## src/rtl/mem_port_arbiter.sv

```systemverilog
// Single-ported memory arbiter between instruction fetch and the MEM stage.
// Issues one access per cycle in IDLE, sequences reads through RD_WAIT, drives pipeline stalls.
module mem_port_arbiter #(
    parameter int ADDR_W       = 32,
    parameter int DATA_W       = 32,
    parameter int MEM_LATENCY  = 2,
    parameter int STARVE_LIMIT = 4
) (
    input  logic              clk,
    input  logic              rst_n,
    input  logic              if_req,
    input  logic [ADDR_W-1:0] if_addr,
    output logic              if_gnt,
    output logic              if_rvalid,
    output logic [DATA_W-1:0] if_rdata,
    input  logic              dm_req,
    input  logic [1:0]        dm_rw,
    input  logic [ADDR_W-1:0] dm_addr,
    input  logic [DATA_W-1:0] dm_wdata,
    input  logic              dm_byte,
    output logic              dm_gnt,
    output logic              dm_rvalid,
    output logic [DATA_W-1:0] dm_rdata,
    output logic              mem_en,
    output logic              mem_we,
    output logic [ADDR_W-1:0] mem_addr,
    output logic [DATA_W-1:0] mem_wdata,
    output logic              mem_byte,
    input  logic [DATA_W-1:0] mem_rdata,
    output logic              stall_if,
    output logic              stall_mem
);

    typedef enum logic {
        IDLE,
        RD_WAIT
    } state_t;

    state_t            state, state_d;
    logic [3:0]        lat_cnt, lat_d;
    logic [3:0]        starve_cnt, starve_d;
    logic              owner_if, owner_d;

    logic              if_gnt_d, dm_gnt_d, if_rvalid_d, dm_rvalid_d;
    logic [DATA_W-1:0] if_rdata_d, dm_rdata_d;
    logic              mem_en_d, mem_we_d, mem_byte_d;
    logic [ADDR_W-1:0] mem_addr_d;
    logic [DATA_W-1:0] mem_wdata_d;

    logic              dm_req_valid, dm_is_write, pick_if, pick_dm;

    assign dm_req_valid = dm_req & ((dm_rw == 2'b01) | (dm_rw == 2'b10));
    assign dm_is_write  = (dm_rw == 2'b10);

    // MEM has priority until IF has watched STARVE_LIMIT MEM grants go by.
    assign pick_if = if_req & (~dm_req_valid | (starve_cnt == 4'(STARVE_LIMIT)));
    assign pick_dm = dm_req_valid & ~pick_if;

    assign stall_if  = if_req & ~if_rvalid;
    assign stall_mem = dm_req_valid & ~dm_rvalid & ~(dm_gnt & mem_we);

    always_ff @(posedge clk) begin
        if (!rst_n) begin
            state      <= IDLE;
            lat_cnt    <= '0;
            starve_cnt <= '0;
            owner_if   <= 1'b0;
            if_gnt     <= 1'b0;
            dm_gnt     <= 1'b0;
            if_rvalid  <= 1'b0;
            dm_rvalid  <= 1'b0;
            if_rdata   <= '0;
            dm_rdata   <= '0;
            mem_en     <= 1'b0;
            mem_we     <= 1'b0;
            mem_addr   <= '0;
            mem_wdata  <= '0;
            mem_byte   <= 1'b0;
        end else begin
            state      <= state_d;
            lat_cnt    <= lat_d;
            starve_cnt <= starve_d;
            owner_if   <= owner_d;
            if_gnt     <= if_gnt_d;
            dm_gnt     <= dm_gnt_d;
            if_rvalid  <= if_rvalid_d;
            dm_rvalid  <= dm_rvalid_d;
            if_rdata   <= if_rdata_d;
            dm_rdata   <= dm_rdata_d;
            mem_en     <= mem_en_d;
            mem_we     <= mem_we_d;
            mem_addr   <= mem_addr_d;
            mem_wdata  <= mem_wdata_d;
            mem_byte   <= mem_byte_d;
        end
    end

    always_comb begin
        state_d     = state;
        lat_d       = lat_cnt;
        starve_d    = starve_cnt;
        owner_d     = owner_if;
        if_gnt_d    = 1'b0;
        dm_gnt_d    = 1'b0;
        if_rvalid_d = 1'b0;
        dm_rvalid_d = 1'b0;
        if_rdata_d  = if_rdata;
        dm_rdata_d  = dm_rdata;
        mem_en_d    = 1'b0;
        mem_we_d    = 1'b0;
        mem_addr_d  = mem_addr;
        mem_wdata_d = mem_wdata;
        mem_byte_d  = mem_byte;

        case (state)
            IDLE: begin
                if (pick_if) begin
                    if_gnt_d   = 1'b1;
                    mem_en_d   = 1'b1;
                    mem_addr_d = if_addr;
                    mem_byte_d = 1'b0;
                    owner_d    = 1'b1;
                    lat_d      = 4'(MEM_LATENCY);
                    state_d    = RD_WAIT;
                    starve_d   = '0;
                end else if (pick_dm) begin
                    dm_gnt_d    = 1'b1;
                    mem_en_d    = 1'b1;
                    mem_we_d    = dm_is_write;
                    mem_addr_d  = dm_addr;
                    mem_wdata_d = dm_wdata;
                    mem_byte_d  = dm_byte;
                    if (starve_cnt != 4'(STARVE_LIMIT)) begin
                        starve_d = starve_cnt + 4'd1;
                    end
                    if (!dm_is_write) begin
                        owner_d = 1'b0;
                        lat_d   = 4'(MEM_LATENCY);
                        state_d = RD_WAIT;
                    end
                end
            end
            RD_WAIT: begin
                if (lat_cnt == '0) begin
                    if (owner_if) begin
                        if_rdata_d  = mem_rdata;
                        if_rvalid_d = 1'b1;
                    end else begin
                        dm_rdata_d  = mem_rdata;
                        dm_rvalid_d = 1'b1;
                    end
                    state_d = IDLE;
                end else begin
                    lat_d = lat_cnt - 4'd1;
                end
            end
            default: state_d = IDLE;
        endcase

        if (!if_req) begin
            starve_d = '0;
        end
    end

endmodule

```

## config.mk

```make
export PLATFORM = sky130hd
export DESIGN_NAME = mem_port_arbiter
export DESIGN_NICKNAME = d
export VERILOG_FILES = /design/src/rtl/mem_port_arbiter.sv
export SDC_FILE = /design/constraint.sdc
export NUM_CORES = 1
export LEC_CHECK = 0
export CORE_AREA = 2 2 151 153
export DETAILED_ROUTE_END_ITERATION = 16
export DIE_AREA = 0 0 153 155
export GPL_ROUTABILITY_DRIVEN = 0
export GPL_TIMING_DRIVEN = 0
export PLACE_DENSITY_LB_ADDON = 0.3
export SYNTH_ARGS = -nofsm -noshare
export SYNTH_HDL_FRONTEND = slang
export SYNTH_SLANG_ARGS = --single-unit
```

## constraint.sdc

```tcl
create_clock -name clk -period 4.25 [get_ports clk]
set_clock_uncertainty 0.15 [all_clocks]
set_input_delay 1.275 -clock clk [delete_from_list [all_inputs] [get_ports clk]]
set_output_delay 1.275 -clock clk [all_outputs]
set_load 0.05 [all_outputs]
```

==> results of run 1 <==
-- power by group --
part,switching [W],internal [W]
Clock,0.000629,0.00109
Combinational,0.000584,0.000346
Sequential,0.0000474,0.00145
Total,0.00126,0.00289
-- what timing repair did --
| item | in CTS | in global routing |
|---|---|---|
| endpoints found under the setup margin | 2 | 1 |
| gates resized for setup | 8 | 2 |
| pin swaps | 0 | 1 |
-- layout make-up --
cell class	instances	area, sq um
fill	2320	13000
multi-input combinational	483	2260
inverter	9	33.8
clock buffer	19	453
sequential	145	2900
timing repair buffer	271	2710
clock inverter	13	221
tap	285	357
buffer	52	238
-- worst max-delay path, stage by stage --
cell	delay, ns
clkdlybuf4s50_1	0.46
inv_1	0.04
ha_1	0.28
nand2b_1	0.14
buf_4	0.17
a211oi_2	0.17
buf_6	0.19
-- path summary, 6_finish.rpt --
kind / start / end / slack, ns
setup / recovery: dm_rw[0] / stall_mem / 0.1
hold / removal: mem_wdata[20]$_SDFFE_PN0P_ / mem_wdata[20]$_SDFFE_PN0P_ / 0.30
setup reg to reg: starve_cnt[0]$_SDFFE_PN0P_ / mem_byte$_SDFFE_PN0P_ / 2.04
hold reg to reg: mem_wdata[20]$_SDFFE_PN0P_ / mem_wdata[20]$_SDFFE_PN0P_ / 0.30
-- cells in the final DEF (no fill, tap or decap), types with 2 or more instances in the layout --
cell type / netlist / final
clkdlybuf4s50_1: 0 / 269
nand2_1: 260 / 260
dfxtp_1: 145 / 145
a21oi_1: 102 / 102
o21ai_0: 34 / 34
a31oi_1: 32 / 32
buf_2: 26 / 25
clkbuf_1: 25 / 25
clkbuf_16: 0 / 17
inv_1: 8 / 8
nor2_1: 7 / 7
nand3_1: 7 / 7
bufinv_16: 0 / 5
ha_1: 4 / 4
inv_6: 0 / 4
and3_1: 3 / 3
nor3_1: 3 / 3
nand2b_1: 2 / 2
buf_6: 1 / 2
o21a_1: 2 / 2
nor3b_2: 2 / 2
nand3b_1: 2 / 2
o31ai_1: 2 / 2
a211oi_1: 3 / 2
and2_1: 2 / 2
clkinv_4: 0 / 2
clkbuf_8: 0 / 2
-- per-layer routing --
layer	global-route usage	vias to the layer above	routed length (um)
met5	0	-	0
met2	0.271	207	9140
met1	0.191	2562	8450
met3	0.0632	12	1610
met4	0.0414	0	197
li1	-	2873	-
-- sequential cells by signal, indices dropped and copies added (netlist names) --
| register | flops |
|---|---|
| dm_gnt | 1 |
| dm_rdata | 32 |
| dm_rvalid | 1 |
| if_gnt | 1 |
| if_rdata | 32 |
| if_rvalid | 1 |
| lat_cnt | 4 |
| mem_addr | 32 |
| mem_byte | 1 |
| mem_en | 1 |
| mem_wdata | 32 |
| mem_we | 1 |
| owner_if | 1 |
| starve_cnt | 4 |
| state | 1 |
-- metrics by stage --
step                setup TNS [ns]  setup WS [ns]  std cells
floorplan                        0          0.232        689
global placement            -0.726         -0.608       1245
detailed placement          -0.743         -0.626       1245
CTS                              0        0.00770       1277
global route                     0         0.0152       1277
finish                           0         0.0984       1277
-- cells by family after synthesis --
group,after synthesis,synth area share
AND/OR/NAND/NOR,298,0.225
XOR/XNOR,1,0.00161
adder cells (fa/ha/maj),4,0.00921
flip-flops,145,0.534
multiplexers,1,0.00184
buffers and inverters,61,0.0495
AO/OA/AOI/OAI,179,0.178
==> metrics.csv, run 1 <==
stage;metric;value;unit
outcome;status;finished clean;
cts;clock sink total;145;
cts;# hold bufs at CTS;0;
place;PortBufs;271;
synthesis;Synth area leaders;dfxtp_1 53%, nand2_1 18%, a21oi_1 9.4%, a31oi_1 3.7%, o21ai_0 3.1%;
power_and_ir_drop;total power;0.00415;W
routing;DR vias;5654;
worst_setup_path;FF-to-FF path depth;8;
cts;TritonCTS clock tree;built;
sta;worst-margin pin slew;0.690;ns
die;Core Region;22200;sq um
die;Die Ht;155;um
synthesis;Syn. warnings;0;
routing;# DRC;0;
power_and_ir_drop;pwr/cell area;452;nW/um^2
synthesis;synth cell count leaders;260 x nand2_1, 145 x dfxtp_1, 102 x a21oi_1;
cts;htree depth;4;
sta;Rel. slew slack;0.540;
hold_path;worst hold path stage count;2;
sta;Final period util;0.977;
cells_and_area;Final Cell Area;9180;sq um
synthesis;Post-Syn Instances;689;
worst_setup_path;Worst EP required;2.82;ns
sta;RSZ-0062 raised after global routing;false;
place;post-DP HPWL;14400;um
synthesis;Synth Flop Type;dfxtp_1;
routing;Post-DRT Antenna Nets;0;
cts;Root Buffer;clkbuf_16;
global_route;first-pass GRT wire length;29800;um
die;# rows;55;
cells_and_area;n_diodes;0;
routing;WL/cell;15.2;um
synthesis;post-synthesis sequential area ratio;0.534;
global_route;vias in the first global route;5571;
synthesis;number of flops mapped to enable cells by yosys;0;
synthesis;Synth Area per Inst;7.88;sq um
synthesis;Synth top area share;0.534;
global_route;largest net degree at the start of global routing;17;
cells_and_area;Final Util;0.413;
sta;final count of pins violating max slew;0;
routing;TritonRoute pass-1 iters;4;
routing;final wirelength;19400;um
worst_setup_path;arrival time worst endpoint;2.73;ns
cts;clock transition at the registers of the reported paths;0.06;ns
worst_setup_path;Critical Path Fanout Max;8;
place;DP Area;8510;sq um
synthesis;Synth async-reset ratio;0;
die;I/O Pins;272;
routing;vias per cell;4.43;
synthesis;flops & latches, synth;145;
synthesis;Yosys cell types;38;
hold_path;Hold/Removal Path Class;flop to flop;
global_route;gr ovfl total;0;
cts;later-pin clock latency in the skew report;0.41;ns
routing;DRT iter0 DRCs;195;
synthesis;Synth Cell Area;5430;sq um
sta;final setup violating endpoints;0;
cts;TritonCTS Buffers;17;
worst_setup_path;kind of critical path;input port to output port;
die;die width;153;um
cells_and_area;layout cells sized above 1;0.0696;
die;initial core utilization;0.244;
cells_and_area;Final nets;1118;
global_route;GRT Resource Usage Total;0.160;
power_and_ir_drop;peak supply drop;212;uV
sta;Achievable Freq;0.241;GHz
synthesis;Post-Syn Nets;828;
sta;fin crit period;4.15;ns
power_and_ir_drop;LEAKAGE;3.33;nW
worst_setup_path;Setup crit end kind;output port;
cells_and_area;Area Growth Syn to Fin;69.1;%
cts;number of setup buffers added after CTS;0;
cts;CTS Buffer Depth;2;
sta;Hold Fails Final Rpt;0;
synthesis;post-synth top area cell;dfxtp_1;
die;Die ar.;23700;sq um
worst_setup_path;crit path launch type;input port;
sta;hold slack;0.302;ns
global_route;initial antenna violation count;0;
synthesis;most numerous cell in the Yosys netlist;nand2_1;
run;max capacitance violation total;0;
(Power assumes the default switching activity.)
==> inputs of run 2 (changes only) <==
--- a/config.mk
+++ b/config.mk
@@ -14,3 +14,4 @@
 export SYNTH_ARGS = -nofsm -noshare
 export SYNTH_HDL_FRONTEND = slang
 export SYNTH_SLANG_ARGS = --single-unit
+export TNS_END_PERCENT = 20
==> results of run 2 <==
The final DEF is identical to that of run 1; final timing and power are the same.
